$ cat src/rtl/axi_full_m_line_if.sv
// rtl/axi_full_m_line_if.sv - AXI4 full bus bundle between the line master and the memory slave
interface axi_full_m_line_if;
    logic [31:0] araddr;
    logic        arvalid;
    logic        arready;
    logic [1:0]  arburst;
    logic [7:0]  arlen;
    logic [2:0]  arsize;

    logic [31:0] awaddr;
    logic        awvalid;
    logic        awready;
    logic [1:0]  awburst;
    logic [7:0]  awlen;

    logic [63:0] rdata;
    logic [1:0]  rresp;
    logic        rvalid;
    logic        rlast;
    logic        rready;

    logic [63:0] wdata;
    logic [7:0]  wstrb;
    logic        wlast;
    logic        wvalid;
    logic        wready;

    logic [1:0]  bresp;
    logic        bvalid;
    logic        bready;

    modport master (
        output araddr, arvalid, arburst, arlen, arsize,
        output awaddr, awvalid, awburst, awlen,
        output rready, wdata, wstrb, wlast, wvalid, bready,
        input  arready, awready, rdata, rresp, rvalid, rlast, wready, bresp, bvalid
    );

    modport slave (
        input  araddr, arvalid, arburst, arlen, arsize,
        input  awaddr, awvalid, awburst, awlen,
        input  rready, wdata, wstrb, wlast, wvalid, bready,
        output arready, awready, rdata, rresp, rvalid, rlast, wready, bresp, bvalid
    );
endinterface

$ cat src/rtl/axi_full_m_line.sv
// rtl/axi_full_m_line.sv - cache-line AXI4 INCR burst master (refill / writeback)
module axi_full_m_line #(
    parameter int LINE_WORDS = 4
) (
    input  logic                       clk,
    input  logic                       rst,
    input  logic                       req_valid,
    output logic                       req_ready,
    input  logic                       req_wr,
    input  logic [31:0]                req_addr,
    input  logic [64*LINE_WORDS-1:0]   req_wline,
    output logic                       resp_valid,
    output logic [64*LINE_WORDS-1:0]   resp_rline,
    output logic                       resp_err,
    axi_full_m_line_if.master          axi
);
    localparam int IW = $clog2(LINE_WORDS);
    localparam int CW = IW + 1;
    localparam int ADDR_LSB = $clog2(8 * LINE_WORDS);
    localparam logic [31:0] ADDR_MASK = ~((32'd1 << ADDR_LSB) - 32'd1);
    localparam logic [CW-1:0] LAST = CW'(LINE_WORDS - 1);

    typedef enum logic [2:0] {IDLE, AR, R, AW, W, B, RESP} state_t;

    state_t                     state;
    state_t                     state_nxt;
    logic [31:0]                addr;
    logic [CW-1:0]              cnt;
    logic                       err;
    logic [LINE_WORDS-1:0][63:0] line;
    logic [IW-1:0]              idx;
    logic                       last_beat;

    assign idx       = cnt[IW-1:0];
    assign last_beat = (cnt == LAST);

    always_ff @(posedge clk) begin
        if (rst) begin
            state <= IDLE;
        end else begin
            state <= state_nxt;
        end
    end

    // An early rlast ends the refill just like the final beat does.
    always_comb begin
        state_nxt = state;
        case (state)
            IDLE: if (req_valid) state_nxt = req_wr ? AW : AR;
            AR:   if (axi.arready) state_nxt = R;
            R:    if (axi.rvalid && (last_beat || axi.rlast)) state_nxt = RESP;
            AW:   if (axi.awready) state_nxt = W;
            W:    if (axi.wready && last_beat) state_nxt = B;
            B:    if (axi.bvalid) state_nxt = RESP;
            RESP: state_nxt = IDLE;
            default: state_nxt = IDLE;
        endcase
    end

    always_ff @(posedge clk) begin
        if (rst) begin
            addr <= '0;
            cnt  <= '0;
            err  <= 1'b0;
            line <= '0;
        end else begin
            case (state)
                IDLE: if (req_valid) begin
                    addr <= req_addr & ADDR_MASK;
                    cnt  <= '0;
                    err  <= 1'b0;
                    if (req_wr) line <= req_wline;
                end
                R: if (axi.rvalid) begin
                    line[idx] <= axi.rdata;
                    cnt       <= cnt + 1'b1;
                    if (axi.rresp != 2'b00 || axi.rlast != last_beat) err <= 1'b1;
                end
                W: if (axi.wready) cnt <= cnt + 1'b1;
                B: if (axi.bvalid && axi.bresp != 2'b00) err <= 1'b1;
                default: ;
            endcase
        end
    end

    assign req_ready   = (state == IDLE);
    assign resp_valid  = (state == RESP);
    assign resp_err    = (state == RESP) && err;
    assign resp_rline  = line;

    assign axi.araddr  = addr;
    assign axi.arvalid = (state == AR);
    assign axi.arburst = 2'b01;
    assign axi.arlen   = 8'(LINE_WORDS - 1);
    assign axi.arsize  = 3'd3;

    assign axi.awaddr  = addr;
    assign axi.awvalid = (state == AW);
    assign axi.awburst = 2'b01;
    assign axi.awlen   = 8'(LINE_WORDS - 1);

    assign axi.rready  = (state == R);
    assign axi.wdata   = line[idx];
    assign axi.wstrb   = 8'hFF;
    assign axi.wlast   = (state == W) && last_beat;
    assign axi.wvalid  = (state == W);
    assign axi.bready  = (state == B);
endmodule

$ cat src/flat_wrapper.sv
// flat-port wrapper written by rule: the top's interface ports become plain ports
module axi_full_m_line_flat 
#(
    parameter int LINE_WORDS = 4
)
  (clk, rst, req_valid, req_ready, req_wr, req_addr, req_wline, resp_valid, resp_rline, resp_err, axi_araddr, axi_arvalid, axi_arburst, axi_arlen, axi_arsize, axi_awaddr, axi_awvalid, axi_awburst, axi_awlen, axi_rready, axi_wdata, axi_wstrb, axi_wlast, axi_wvalid, axi_bready, axi_arready, axi_awready, axi_rdata, axi_rresp, axi_rvalid, axi_rlast, axi_wready, axi_bresp, axi_bvalid);
  axi_full_m_line_if axi_i ();
  input  logic clk;
  input  logic rst;
  input  logic req_valid;
  output logic req_ready;
  input  logic req_wr;
  input  logic [31:0] req_addr;
  input  logic [64*LINE_WORDS-1:0] req_wline;
  output logic resp_valid;
  output logic [64*LINE_WORDS-1:0] resp_rline;
  output logic resp_err;
  output wire logic [$bits(axi_i.araddr)-1:0] axi_araddr;
  output wire logic [$bits(axi_i.arvalid)-1:0] axi_arvalid;
  output wire logic [$bits(axi_i.arburst)-1:0] axi_arburst;
  output wire logic [$bits(axi_i.arlen)-1:0] axi_arlen;
  output wire logic [$bits(axi_i.arsize)-1:0] axi_arsize;
  output wire logic [$bits(axi_i.awaddr)-1:0] axi_awaddr;
  output wire logic [$bits(axi_i.awvalid)-1:0] axi_awvalid;
  output wire logic [$bits(axi_i.awburst)-1:0] axi_awburst;
  output wire logic [$bits(axi_i.awlen)-1:0] axi_awlen;
  output wire logic [$bits(axi_i.rready)-1:0] axi_rready;
  output wire logic [$bits(axi_i.wdata)-1:0] axi_wdata;
  output wire logic [$bits(axi_i.wstrb)-1:0] axi_wstrb;
  output wire logic [$bits(axi_i.wlast)-1:0] axi_wlast;
  output wire logic [$bits(axi_i.wvalid)-1:0] axi_wvalid;
  output wire logic [$bits(axi_i.bready)-1:0] axi_bready;
  input wire logic [$bits(axi_i.arready)-1:0] axi_arready;
  input wire logic [$bits(axi_i.awready)-1:0] axi_awready;
  input wire logic [$bits(axi_i.rdata)-1:0] axi_rdata;
  input wire logic [$bits(axi_i.rresp)-1:0] axi_rresp;
  input wire logic [$bits(axi_i.rvalid)-1:0] axi_rvalid;
  input wire logic [$bits(axi_i.rlast)-1:0] axi_rlast;
  input wire logic [$bits(axi_i.wready)-1:0] axi_wready;
  input wire logic [$bits(axi_i.bresp)-1:0] axi_bresp;
  input wire logic [$bits(axi_i.bvalid)-1:0] axi_bvalid;
  assign axi_araddr = axi_i.araddr;
  assign axi_arvalid = axi_i.arvalid;
  assign axi_arburst = axi_i.arburst;
  assign axi_arlen = axi_i.arlen;
  assign axi_arsize = axi_i.arsize;
  assign axi_awaddr = axi_i.awaddr;
  assign axi_awvalid = axi_i.awvalid;
  assign axi_awburst = axi_i.awburst;
  assign axi_awlen = axi_i.awlen;
  assign axi_rready = axi_i.rready;
  assign axi_wdata = axi_i.wdata;
  assign axi_wstrb = axi_i.wstrb;
  assign axi_wlast = axi_i.wlast;
  assign axi_wvalid = axi_i.wvalid;
  assign axi_bready = axi_i.bready;
  assign axi_i.arready = axi_arready;
  assign axi_i.awready = axi_awready;
  assign axi_i.rdata = axi_rdata;
  assign axi_i.rresp = axi_rresp;
  assign axi_i.rvalid = axi_rvalid;
  assign axi_i.rlast = axi_rlast;
  assign axi_i.wready = axi_wready;
  assign axi_i.bresp = axi_bresp;
  assign axi_i.bvalid = axi_bvalid;
  axi_full_m_line #(.LINE_WORDS(LINE_WORDS)) u_core (.clk(clk), .rst(rst), .req_valid(req_valid), .req_ready(req_ready), .req_wr(req_wr), .req_addr(req_addr), .req_wline(req_wline), .resp_valid(resp_valid), .resp_rline(resp_rline), .resp_err(resp_err), .axi(axi_i));
endmodule
$ cat config.mk
export PLATFORM = sky130hd
export DESIGN_NAME = axi_full_m_line_flat
export DESIGN_NICKNAME = d
export VERILOG_FILES = /design/src/rtl/axi_full_m_line_if.sv /design/src/rtl/axi_full_m_line.sv /design/src/flat_wrapper.sv
export SDC_FILE = /design/constraint.sdc
export NUM_CORES = 1
export LEC_CHECK = 0
export ABC_AREA = 0
export BUFFER_PORTS_ARGS = -buffer_cell sky130_fd_sc_hd__buf_2
export CAP_MARGIN = 20
export CORE_AREA = 10 10 303 305
export CTS_CLUSTER_DIAMETER = 80
export DETAILED_ROUTE_END_ITERATION = 10
export DIE_AREA = 0 0 313 315
export SYNTH_ARGS = -nofsm -noshare
export SYNTH_HDL_FRONTEND = slang
export SYNTH_SLANG_ARGS = --single-unit
$ cat constraint.sdc
create_clock -name clk -period 1.9 [get_ports clk]
set_clock_uncertainty 0.05 [all_clocks]
set_input_delay 0.285 -clock clk [delete_from_list [all_inputs] [get_ports clk]]
set_output_delay 0.285 -clock clk [all_outputs]
set_load 0.005 [all_outputs]
=== Word level (Yosys, flattened, before mapping) ===
Index checks and enable logic that the tools add are counted.

* Add/subtract/negate cells: 1
* Reduce and logical (&&, ||, !) cells: 19
* Magnitude comparators: 2
* Multiplexer cells: 26
* Equal/unequal tests: 19

{| class="wikitable"
|+ Operator list
! kind !! count
|-
| 256-bit 2-to-1 mux || 3
|-
| 256-bit case mux with 2 select lines || 1
|-
| 256-bit bitwise mux || 1
|-
| 64-bit binary-select mux with 2-bit select || 1
|-
| 64-bit demux with 2-bit select || 1
|-
| 64-bit 2-to-1 mux || 2
|-
| 3-bit 2-to-1 mux || 9
|-
| 2-bit by 1-bit != test with 1-bit output, second input constant || 10
|-
| 3-bit case mux with 6 select lines || 1
|-
| 3-bit by 2-bit == test with 1-bit output, second input constant || 3
|-
| 3-bit == test, second input constant || 3
|-
| 3-bit case mux with 3 select lines || 1
|-
| 4-bit AND reduction || 2
|-
| 1-bit logical AND || 6
|-
| 6-bit AND reduction || 1
|-
| 2-bit nonzero test || 3
|-
| 3-bit nonzero test || 2
|-
| 5-bit AND reduction || 1
|-
| 1-bit 2-to-1 mux || 4
|-
| 3-bit by 1-bit adder with 3-bit output, second input constant || 1
|-
| 3-bit by 1-bit == test with 1-bit output, second input constant || 1
|-
| 3-bit zero test || 1
|-
| 2-bit by 3-bit less-than comparator with 1-bit output, second input constant || 1
|-
| 1-bit case mux with 3 select lines || 1
|-
| other kinds (6) || 7
|}

* Register bits: 290
* Word-level logic and storage cells: 75
* Input port bits: 366

=== Depth between registers and ports, before layout ===
* Depth after elaboration: 7
* Mapped depth: 8
* Depth with buffers taken out: 8

=== Least setup slack after synthesis ===
Ideal clock, no wire load.

* Path type: register -> register
* Start point: register u_core.cnt[0]
* End point: register u_core.line, in the netlist u_core.resp_rline[10]
* Stages on the path, launching flop included: 9
* Data required time: 1769 ps
* Arrival time: 1835 ps
* Path slack: -67 ps
* Cell sequence: dfxtp_1 -> clkbuf_1 -> inv_1 -> ha_1 -> clkbuf_1 -> clkbuf_1 -> nand3b_1 -> o21ai_0 -> a211oi_2

* Word-level cells in the longest chain between the ends: 7

{| class="wikitable"
|+ RTL lines
! element !! line !! RTL
|-
| start, declared || axi_full_m_line.sv:28 || <nowiki>logic [CW-1:0] cnt;</nowiki>
|-
| start signal, assigned || axi_full_m_line.sv:76 || <nowiki>cnt <= cnt + 1'b1;</nowiki>
|-
| start signal, assigned || axi_full_m_line.sv:79 || <nowiki>W: if (axi.wready) cnt <= cnt + 1'b1;</nowiki>
|-
| 2-bit by 3-bit less-than comparator with 1-bit output (not written as such) / 2-bit by 1-bit >= comparator with 1-bit output (equally long branches) || axi_full_m_line.sv:75 || <nowiki>line[idx] <= axi.rdata;</nowiki>
|-
| 1-bit logical AND (not written as such) || axi_full_m_line.sv:75 ||
|-
| 64-bit 2-to-1 mux (not written as such) || axi_full_m_line.sv:75 ||
|-
| 64-bit demux with 2-bit select * || - ||
|-
| 256-bit bitwise mux * || axi_full_m_line.sv:75 ||
|-
| 256-bit 2-to-1 mux * || axi_full_m_line.sv:74 || <nowiki>R: if (axi.rvalid) begin</nowiki>
|-
| 256-bit case mux with 2 select lines * || axi_full_m_line.sv:67 || <nowiki>case (state)</nowiki>
|-
| end signal, assigned || axi_full_m_line.sv:72 || <nowiki>if (req_wr) line <= req_wline;</nowiki>
|-
| end signal, assigned by index || axi_full_m_line.sv:75 ||
|-
| end, declared || axi_full_m_line.sv:30 || <nowiki>logic [LINE_WORDS-1:0][63:0] line;</nowiki>
|}

Mark *: on every way between the ends. The rest lies on a longest branch, timed or not. The select of a mux whose other input is x is not followed.
A chain may end at the register's enable or synchronous reset.

=== Worst setup path in the final report ===
* Start point: register u_core.cnt[0]
* End point: output axi_wdata[23]

* Word-level cells in the longest chain between the ends: 2

{| class="wikitable"
|+ RTL lines
! element !! line !! RTL
|-
| 64-bit binary-select mux with 2-bit select || axi_full_m_line.sv:103 || <nowiki>assign axi.wdata = line[idx];</nowiki>
|-
| 64-bit 2-to-1 mux (not written as such) || axi_full_m_line.sv:103 ||
|-
| end, declared || flat_wrapper.sv:28 || <nowiki>output wire logic [$bits(axi_i.wdata)-1:0] axi_wdata;</nowiki>
|}

Every way passes these cells. The select of a mux whose other input is x is not followed.

==> flow_summary.toml <==
[outcome]
outcome = "complete, but fails checks"
violations = "setup timing"

[clock_tree]
clock_sinks = 290
cts_tree = "built"
clockBufferDepth = 3
cts_made_buffers = 36
cts_root_buffer = "clkbuf_16"
clock_latency_ns = 0.55
cts.clk_slew.worst_paths_ns = 0.06
htree_levels = 2

[critical_path]
crit_path_start_kind = "register"
crit_slowest_cell = "mux4_2"
cp-end-kind = "primary output"
crit_type = "reg -> out"
cpMostUsedCell = "buf_12"
crit_path_cell_trace = "buf_12, buf_12, mux4_2, buf_6"
cp.arrival_ns = 2.06
rr_worst_depth = 13
cp.depth = 4
cp_num_buf_inv = 3
required_ns = 1.56
cp_max_fo = 8
cp_top_family = "multiplexers"
cpPeakStageDelay_ns = 0.56

[global_route]
gr-usage-met3_pct = 4.58
grtUsageMet1_pct = 21.2
gr-max-usage-layer = "met2"
grt-ovfl-total = 0
grt_pass1_vias = 18500
track_usage_pct = 17.4
grt_start_max_net_pins = 48
use_met2_pct = 29.0
antenna_found_initial = 16
grt_pass1_wl_mm = 131

[detailed_routing]
ant_nets = 0
wl_per_cell_um = 25.8
drc = 0
drt-total-wl_mm = 98.4
drt_first_pass_iters = 6
viasPerCell = 4.89
via_count = 18700
drt-initial-drc-count = 1637

[finish]
drive_above_1_share_pct = 61.6
synthToLayoutAreaGrowth_pct = 64.1
final_nets = 3005
fillers = 8828
stdcell_count = 3821
design_area_mm2 = 0.0279

[sta]
slew-limit-headroom_pct = 65.3
min_period_ns = 2.40
worstMarginPinSlew_ns = 0.516
rsz0062_at_grt = "true"
max_freq_mhz = 417
setup_viol = 321
slew_violations = 0
fin_tns_setup_ns = -84.28
fin_ws_ns = -0.500
fin_crit_sh_pct = 126
final_hold_viol_count = 0

[logic_synthesis]
yosys_warnings = 0
yosysUniqueCellTypes = 39
yosysSeqAreaShare_pct = 34.2
synthArstFlopShare_pct = 0
synth_area_mm2 = 0.0170
synth_edf_count = 0
synth_seq_cells = 290
dominantRegCellSynth = "dfxtp_1"
avgSynthCellArea_um2 = 9.43
synthCells = 1801

[pwr]
leakage_nw = 11.1
p_per_area_mw_per_mm2 = 1590
finalPower_mw = 44.2
ir_drop_uv = 835

[flow_run]
cap_violations = 0

[placed_design]
hpwl_mm = 64.1
placed_area_mm2 = 0.0223
portBuffers = 743
dp.cells = 3610
gp_congestion = 0.887
place_ws_ns = -0.0337

[floorplan]
dieArea_mm2 = 0.0986
ios = 790
start_util_pct = 19.8
core-area_mm2 = 0.0859
fp.dieW_um = 313
row_count = 108
die_y_um = 315

[worst_hold_path]
hp-class = "in -> reg"
hold_depth = 3
## per-layer routing
metal	wire length (um)	vias to the layer above
met3	7960	205
met4	3600	8
li1	-	8186
met1	39500	9256
met2	47300	1034
met5	55	-
## worst min-delay path, stage by stage
cell and delay (ns):
buf_2 0.11, o21ai_2 0.13, a211oi_2 0.05
## final timing paths
path | start | end | slack, ns
max | u_core.cnt[0] | axi_wdata[23] | -0.50
min | req_wline[129] | u_core.resp_rline[129] | 0.02
max reg2reg | u_core.cnt[0] | u_core.resp_rline[200] | -0.38
min reg2reg | u_core.axi.araddr[28] | u_core.axi.araddr[28] | 0.42
## through the flow
step | util, % | hold slack [ns]
2_1_floorplan | - | 0.371
3_3_place_gp | 26.0 | 0.405
3_5_place_dp | 26.0 | 0.411
4_1_cts | 29.7 | 0.00716
5_1_grt | 32.4 | 0.0264
6_report | 32.4 | 0.0245
## synthesized netlist by cell type, drive strengths merged, types with 2 or more instances
cell,instances,area (um2)
a21oi,31,155
nor3b,3,27.5
nor3,4,20.0
o2bb2ai,2,17.5
buf,167,1160
o21ai,261,1310
a221oi,4,105
a211oi,257,3130
nand3b,259,1960
clkbuf,95,357
nand2b,4,25.0
o41ai,2,17.5
dfxtp,290,5810
ha,6,75.1
conb,2,7.51
nand2,56,213
inv,13,48.8
mux4,64,1440
nor2,268,1010
## power by group
| part | total (mW) | switching [mW] | internal, mW |
|---|---|---|---|
| clock network | 7.11 | 2.87 | 4.23 |
| registers | 11.0 | 2.88 | 8.11 |
| logic | 26.1 | 13.7 | 12.3 |
| total | 44.2 | 19.5 | 24.7 |
## registers in the layout, summed over array words and instances, names as in the netlist
register           count
u_core.resp_rline    256
u_core.err             1
u_core.cnt             3
u_core.state           3
u_core.axi.araddr     27
## layout make-up
class,instances,area (um2),area share (%)
Sequential cell,290,5820,20.9
Antenna cell,10,25.0,0.0898
Multi-Input combinational cell,1275,11500,41.4
Inverter,13,65.1,0.234
Timing Repair Buffer,1017,7790,28.0
Tap cell,1155,1450,5.19
Clock buffer,53,1060,3.79
Clock inverter,8,115,0.413
## cell families (layout without fill, tap and decap cells)
kind of cell	count (synthesis)	after routing	share of synthesized area (%)
fa+ha+maj	6	6	0.442
simple gates	598	598	19.3
other cells	2	51	0.0442
compound gates	565	565	28.3
mux	65	65	8.55
buf+inv	275	1091	9.23
flops	290	290	34.2
## repair_timing
| action | CTS | global route |
|---|---|---|
| setup buffers | 43 | 34 |
| endpoints found under the setup margin | 183 | 331 |
| hold buffers | 30 | 0 |
| gates resized for setup | 137 | 525 |
| cloned | 31 | 19 |
| pin swaps | 47 | 232 |
| hold endpoints to repair | 30 | 0 |
## cell usage in the layout, fill, tap and decap left out, types with 3 or more instances in the layout
cell type,count
a211oi_2,256
a21oi_1,30
a221oi_4,4
buf_12,66
buf_16,30
buf_2,730
buf_4,98
buf_6,39
buf_8,10
bufinv_16,3
clkbuf_1,9
clkbuf_16,49
clkbuf_8,7
clkinv_2,5
conb_1,41
dfxtp_1,285
dfxtp_4,4
diode_2,10
dlygate4sd3_1,30
ha_4,6
inv_1,6
inv_4,5
mux4_2,64
nand2_1,55
nand3b_1,258
nor2_1,30
nor2_2,48
nor2_4,190
o21ai_0,235
o21ai_1,21
o21ai_2,5
Power figures use the tool's default switching activity.
